**config.mk**
```make
export PLATFORM = sky130hd
export DESIGN_NAME = qspi_rom_reader_flat
export DESIGN_NICKNAME = d
export VERILOG_FILES = /design/src/rtl/qspi_rom_reader_pkg.sv /design/src/rtl/qspi_rom_reader_if.sv /design/src/rtl/qspi_rom_reader.sv /design/src/flat_wrapper.sv
export SDC_FILE = /design/constraint.sdc
export NUM_CORES = 1
export LEC_CHECK = 0
export ABC_AREA = 1
export CORE_MARGIN = 2
export CORE_UTILIZATION = 50
export DETAILED_ROUTE_END_ITERATION = 12
export GPL_TIMING_DRIVEN = 0
export PLACE_DENSITY = 0.85
export SLEW_MARGIN = 20
export SYNTH_ARGS = -nofsm -noshare
export SYNTH_HDL_FRONTEND = slang
export SYNTH_SLANG_ARGS = --single-unit
export TNS_END_PERCENT = 1
```
**constraint.sdc**
```tcl
create_clock -name clk -period 1.6 [get_ports clk]
set_input_delay 0.32 -clock clk [delete_from_list [all_inputs] [get_ports clk]]
set_output_delay 0.32 -clock clk [all_outputs]
set_load 0.005 [all_outputs]
```
**src/rtl/qspi_rom_reader_pkg.sv**
```systemverilog
// Shared constants, FSM state type and per-state nibble counts for the
// quad-SPI cartridge ROM reader.
package qspi_pkg;

  localparam logic [7:0] QSPI_OP_QREAD  = 8'hEB;
  localparam logic [7:0] QSPI_MODE_CONT = 8'hA0;
  localparam logic [7:0] QSPI_MODE_NONE = 8'hFF;

  typedef enum logic [2:0] {
    IDLE,
    CMD,
    ADDR,
    MODE,
    DUMMY,
    DATA,
    DONE
  } qspi_state_t;

  localparam logic [3:0] CMD_NIBBLES  = 4'd2;
  localparam logic [3:0] ADDR_NIBBLES = 4'd6;
  localparam logic [3:0] MODE_NIBBLES = 4'd2;
  localparam logic [3:0] DATA_NIBBLES = 4'd2;

  // Index of the last nibble (SCK cycle) spent in a serial phase.
  function automatic logic [3:0] last_nibble(input qspi_state_t st,
                                             input logic [3:0] dummy_cycles);
    logic [3:0] idx;
    case (st)
      CMD:     idx = CMD_NIBBLES - 4'd1;
      ADDR:    idx = ADDR_NIBBLES - 4'd1;
      MODE:    idx = MODE_NIBBLES - 4'd1;
      DUMMY:   idx = dummy_cycles - 4'd1;
      DATA:    idx = DATA_NIBBLES - 4'd1;
      default: idx = 4'd0;
    endcase
    return idx;
  endfunction

endpackage

```
**src/rtl/qspi_rom_reader_if.sv**
```systemverilog
// Request/response bus between the CPU-side requester and the ROM reader.
// master = requester, slave = qspi_rom_reader.
interface qspi_rom_reader_if #(
  parameter int ADDR_BITS = 12
) ();
  logic                 req_valid;
  logic                 req_ready;
  logic [ADDR_BITS-1:0] req_addr;
  logic                 rd_valid;
  logic [7:0]           rd_data;
  logic                 busy;

  modport master (
    output req_valid, req_addr,
    input  req_ready, rd_valid, rd_data, busy
  );

  modport slave (
    input  req_valid, req_addr,
    output req_ready, rd_valid, rd_data, busy
  );
endinterface

```
**src/rtl/qspi_rom_reader.sv**
```systemverilog
// Quad-SPI fast-read (0xEB) byte fetcher for the cartridge ROM window.
// One byte per accepted request; SCK runs at clk/2 while chip select is low.
// Optional build macro QSPI_CONT_READ_EN: sends mode byte 0xA0 and, after
// the first completed read, skips the command phase on later requests.
module qspi_rom_reader
  import qspi_pkg::*;
#(
  parameter int          ADDR_BITS    = 12,
  parameter logic [23:0] ROM_BASE     = 24'h000000,
  parameter int          DUMMY_CYCLES = 4
) (
  input  logic              clk,
  input  logic              reset,
  qspi_rom_reader_if.slave  bus,
  output logic              qspi_cs_n,
  output logic              qspi_sck,
  output logic [3:0]        qspi_io_out,
  output logic [3:0]        qspi_io_oe,
  input  logic [3:0]        qspi_io_in
);

`ifdef QSPI_CONT_READ_EN
  localparam logic [7:0] MODE_BYTE = QSPI_MODE_CONT;
`else
  localparam logic [7:0] MODE_BYTE = QSPI_MODE_NONE;
`endif

  localparam logic [3:0] DUMMY_NIB = 4'(DUMMY_CYCLES);

  qspi_state_t state_reg, state_next;
  qspi_state_t first_state;
  logic [3:0]  nib_cnt_reg;
  logic        phase_reg;
  logic [23:0] shift_out_reg;
  logic [7:0]  shift_in_reg;
  logic        rd_valid_reg;
  logic [7:0]  rd_data_reg;
  logic [23:0] flash_addr;
  logic        active;
  logic        accept;
  logic        nib_end;

  // Upper flash address bits come from ROM_BASE; the flash wraps on its own.
  assign flash_addr = ROM_BASE | {{(24-ADDR_BITS){1'b0}}, bus.req_addr};

  assign active  = state_reg inside {CMD, ADDR, MODE, DUMMY, DATA};
  // Not ready while rd_valid pulses so cs_n stays high between transfers.
  assign accept  = (state_reg == IDLE) && !rd_valid_reg && bus.req_valid;
  assign nib_end = active && phase_reg &&
                   (nib_cnt_reg == last_nibble(state_reg, DUMMY_NIB));

  assign qspi_cs_n     = !active;
  assign qspi_sck      = active && phase_reg;
  assign bus.req_ready = (state_reg == IDLE) && !rd_valid_reg;
  assign bus.busy      = (state_reg != IDLE) || rd_valid_reg;
  assign bus.rd_valid  = rd_valid_reg;
  assign bus.rd_data   = rd_data_reg;

`ifdef QSPI_CONT_READ_EN
  logic cont_mode_reg;

  // Flash stays in continuous-read mode once a full read with mode 0xA0 ends.
  always_ff @(posedge clk) begin
    if (reset) begin
      cont_mode_reg <= 1'b0;
    end else if (state_reg == DONE) begin
      cont_mode_reg <= 1'b1;
    end
  end

  assign first_state = cont_mode_reg ? ADDR : CMD;
`else
  assign first_state = CMD;
`endif

  // Next-state decode and the nibble/output-enable driven in each phase.
  always_comb begin
    state_next  = state_reg;
    qspi_io_out = 4'h0;
    qspi_io_oe  = 4'h0;
    case (state_reg)
      IDLE: begin
        if (accept) state_next = first_state;
      end
      CMD: begin
        qspi_io_oe  = 4'hF;
        qspi_io_out = nib_cnt_reg[0] ? QSPI_OP_QREAD[3:0] : QSPI_OP_QREAD[7:4];
        if (nib_end) state_next = ADDR;
      end
      ADDR: begin
        qspi_io_oe  = 4'hF;
        qspi_io_out = shift_out_reg[23:20];
        if (nib_end) state_next = MODE;
      end
      MODE: begin
        qspi_io_oe  = 4'hF;
        qspi_io_out = nib_cnt_reg[0] ? MODE_BYTE[3:0] : MODE_BYTE[7:4];
        if (nib_end) state_next = DUMMY;
      end
      DUMMY: begin
        if (nib_end) state_next = DATA;
      end
      DATA: begin
        if (nib_end) state_next = DONE;
      end
      DONE: begin
        state_next = IDLE;
      end
      default: begin
        state_next = IDLE;
      end
    endcase
  end

  // State, SCK phase, nibble counter, shift registers and read-data output.
  always_ff @(posedge clk) begin
    if (reset) begin
      state_reg     <= IDLE;
      nib_cnt_reg   <= 4'd0;
      phase_reg     <= 1'b0;
      shift_out_reg <= 24'h0;
      shift_in_reg  <= 8'h00;
      rd_valid_reg  <= 1'b0;
      rd_data_reg   <= 8'h00;
    end else begin
      state_reg    <= state_next;
      rd_valid_reg <= (state_reg == DONE);
      if (state_reg == DONE) rd_data_reg <= shift_in_reg;

      if (accept) begin
        shift_out_reg <= flash_addr;
        nib_cnt_reg   <= 4'd0;
        phase_reg     <= 1'b0;
      end else if (active) begin
        phase_reg <= ~phase_reg;
        if (phase_reg) begin
          nib_cnt_reg <= nib_end ? 4'd0 : nib_cnt_reg + 4'd1;
          if (state_reg == ADDR) shift_out_reg <= {shift_out_reg[19:0], 4'h0};
          // Flash nibble sampled at the edge that ends the SCK-high phase.
          if (state_reg == DATA) shift_in_reg <= {shift_in_reg[3:0], qspi_io_in};
        end
      end else begin
        phase_reg   <= 1'b0;
        nib_cnt_reg <= 4'd0;
      end
    end
  end

endmodule
```
**src/flat_wrapper.sv**
```systemverilog
// flat-port wrapper written by rule: the top's interface ports become plain ports
module qspi_rom_reader_flat import qspi_pkg::*;
#(
  parameter int          ADDR_BITS    = 12,
  parameter logic [23:0] ROM_BASE     = 24'h000000,
  parameter int          DUMMY_CYCLES = 4
)
  (clk, reset, qspi_cs_n, qspi_sck, qspi_io_out, qspi_io_oe, qspi_io_in, bus_req_valid, bus_req_addr, bus_req_ready, bus_rd_valid, bus_rd_data, bus_busy);
  qspi_rom_reader_if #(.ADDR_BITS(ADDR_BITS)) bus_i ();
  input  logic clk;
  input  logic reset;
  output logic qspi_cs_n;
  output logic qspi_sck;
  output logic [3:0] qspi_io_out;
  output logic [3:0] qspi_io_oe;
  input  logic [3:0] qspi_io_in;
  input wire logic [$bits(bus_i.req_valid)-1:0] bus_req_valid;
  input wire logic [$bits(bus_i.req_addr)-1:0] bus_req_addr;
  output wire logic [$bits(bus_i.req_ready)-1:0] bus_req_ready;
  output wire logic [$bits(bus_i.rd_valid)-1:0] bus_rd_valid;
  output wire logic [$bits(bus_i.rd_data)-1:0] bus_rd_data;
  output wire logic [$bits(bus_i.busy)-1:0] bus_busy;
  assign bus_i.req_valid = bus_req_valid;
  assign bus_i.req_addr = bus_req_addr;
  assign bus_req_ready = bus_i.req_ready;
  assign bus_rd_valid = bus_i.rd_valid;
  assign bus_rd_data = bus_i.rd_data;
  assign bus_busy = bus_i.busy;
  qspi_rom_reader #(.ADDR_BITS(ADDR_BITS), .ROM_BASE(ROM_BASE), .DUMMY_CYCLES(DUMMY_CYCLES)) u_core (.clk(clk), .reset(reset), .bus(bus_i), .qspi_cs_n(qspi_cs_n), .qspi_sck(qspi_sck), .qspi_io_out(qspi_io_out), .qspi_io_oe(qspi_io_oe), .qspi_io_in(qspi_io_in));
endmodule
```
==> results.cfg <==
[sta]
slew_headroom = 0.690
fin_crit_ns = 1.74
period_share = 1.09
finalSetupViolCount = 3
setup_slack_ns = -0.143
finalClockSkew_ns = 0.00592
hold_violations = 0
rsz0062_at_grt = true
tns_ns = -0.285
drv_slew = 0
fin_hold_ws_ns = 0.462
worstMarginPinSlew_ns = 0.466
fmax_ghz = 0.574

[synthesis]
async_flop_share = 0
yosysWarningCount = 0
ys.flop_type = dfxtp_1
synth_cells = 279
synth_area_per_cell_um2 = 7.31
ys_seq_area_frac = 0.481
ys_types = 23
syn-cell-area_mm2 = 0.00204
syn_nets = 299
synth_edf_count = 0
ys_ff_latch = 49

[clocking]
cts_tree = built
cts_buffers = 5
cts_max_level = 2
cts.path.max_buffers = 2
clock_latency_ns = 0.30
clock_sinks = 49
clkTransAtPathRegs_ns = 0.08
cts-hold-fix-buffers = 0
cts_root_buf = clkbuf_8

[setup_path]
r2r-end = u_core.shift_in_reg[4]
r2r_start = u_core.state_reg[0]
reg2reg_setup_slack_ns = 0.18
worst-path-max-fanout = 5
cp.required_ns = 1.28
cp-end-kind = output pin
rr_worst_depth = 7
crit_type = reg2out
start_kind = flop
arrival_ns = 1.42

[global_route]
grt_max_degree = 15
met2_usage = 0.371
grt.met1_usage = 0.273
antenna_found_initial = 0
met3_usage = 0.0526
grt.busiest_layer = met2
track_usage = 0.218
grt_pass1_vias = 1710
grt_pass1_wl_mm = 7.61
overflow = 0

[place]
place_hpwl_mm = 2.99
dp_cells = 368
pre_cts_slack_ns = -0.281
gp_congestion = 0.775
port_buffers = 39

[floorplanning]
io_pins = 40
core-area_mm2 = 0.00397
dieArea_mm2 = 0.00461
rows = 23
start_util = 0.514
die_h_um = 67.9
die_w_um = 67.9

[min_path]
hp-class = reg2reg
holdPathStages = 2
worstHoldStart = u_core.shift_out_reg[11]
hold_end = u_core.shift_out_reg[15]

[drt]
drcViolationCount = 0
routedWlPerCell_um = 11.9
wirelength_mm = 4.51
dr_total_vias = 1891
drt_iter0_markers = 154
dr.pass1.iters = 4
viasPerCell = 4.98
ant_nets = 0

[finish]
synthToLayoutAreaGrowth_pct = 30.7
drive_gt1_frac = 0.152
insertedDiodeCount = 0
fillers = 349
largest_reg_flops = 24
utilization = 0.671
nets = 350
final_cells = 380

[power_and_ir_drop]
powerDensity_mw_per_mm2 = 1650
cellLeakagePower_uw = 0.00113
vdd_drop_max_v = 0.000947

[outcome]
status = finished with violations
violations = setup timing

[job]
max-cap-violations = 0
## power by group
| part | switching (µW) | leakage (µW) | internal (µW) |
|---|---|---|---|
| logic | 1070 | 0.000675 | 938 |
| clock network | 393 | 0.0000540 | 455 |
| registers | 152 | 0.000399 | 1380 |
## worst max path at each step
| stage | start | to | slack (ns) |
|---|---|---|---|
| after floorplan | u_core.state_reg[0] | u_core.shift_out_reg[10] | 0.31 |
| after global placement | reset | u_core.shift_out_reg[21] | -0.24 |
| after detailed placement | reset | u_core.shift_out_reg[21] | -0.28 |
| after CTS | u_core.state_reg[2] | qspi_io_out[3] | -0.22 |
| after global routing | u_core.state_reg[0] | qspi_io_out[2] | -0.22 |
| final | u_core.state_reg[0] | qspi_io_out[2] | -0.14 |
## cell usage after synthesis (2+ instances only)
master | instances | share of area
buf_4 | 4 | 0.015
buf_6 | 4 | 0.022
nand2_1 | 83 | 0.15
inv_2 | 2 | 0.0037
nor2_4 | 4 | 0.022
nand2_2 | 6 | 0.018
nor2_1 | 46 | 0.085
buf_2 | 2 | 0.0049
dfxtp_1 | 49 | 0.48
nand3_1 | 6 | 0.015
a21oi_1 | 20 | 0.049
nor3_1 | 2 | 0.0049
inv_1 | 13 | 0.024
a31oi_1 | 8 | 0.025
o21ai_0 | 21 | 0.052
clkbuf_1 | 2 | 0.0037
## worst max-delay path, stage by stage, from the launching register on
cell and delay (ns):
dfxtp_1 0.31, buf_6 0.12, buf_4 0.15, o21ai_0 0.18, o21ai_1 0.09, dlygate4sd2_1 0.27
## metrics by stage
| stage | total power, µW | area, µm² |
|---|---|---|
| floorplan | 2660 | 2040 |
| global placement | 3350 | 2490 |
| detailed placement | 3400 | 2490 |
| CTS | 4360 | 2660 |
| global route | 4730 | 2670 |
| finish | 4400 | 2670 |
## layout by cell type, fill, tap and decap left out, types with 2 or more instances in the layout
cell type / count
clkbuf_8: 5
clkbuf_2: 4
clkbuf_1: 2
nor3_1: 2
dlymetal6s2s_1: 2
inv_1: 12
nand2_1: 79
dlygate4sd2_1: 4
nor2_1: 45
a31oi_1: 8
buf_6: 4
buf_4: 11
o21ai_1: 3
buf_2: 2
a21oi_1: 20
nand2_4: 3
clkinv_2: 2
dfxtp_4: 2
nor2_4: 5
nand2_2: 7
nand3_1: 6
o21ai_0: 18
dfxtp_1: 47
clkdlybuf4s50_1: 27
## kinds of logic after synthesis
group,after synthesis,synth area share
AOI/OAI and AO/OA,49,0.125
xor gates and xnor gates,2,0.00859
adders and majority gates,1,0.00613
buffers and inverters,30,0.0791
DFF,49,0.481
and+or+nand+nor,148,0.300
## layer usage
layer	up-vias	share of wire	routed length, µm
met5	-	0	0
met4	0	0.019	84
met3	12	0.057	259
met2	56	0.49	2230
met1	844	0.43	1940
li1	979	-	-
## final cells by class
class	count	area, µm²	area share
Inverter	17	75.1	0.0282
Sequential cell	49	988	0.371
Timing Repair Buffer	44	408	0.153
Clock inverter	2	35.0	0.0131
Clock buffer	5	68.8	0.0258
Tap cell	50	62.6	0.0235
Multi-Input combinational cell	200	931	0.349
Buffer	13	97.6	0.0366
## repair_timing
item / CTS / global route
pin swaps: 3 / 1
buffers inserted: 5 / 0
resized for setup: 21 / 20
endpoints found under the setup margin: 12 / 21
(Power assumes the default switching activity.)
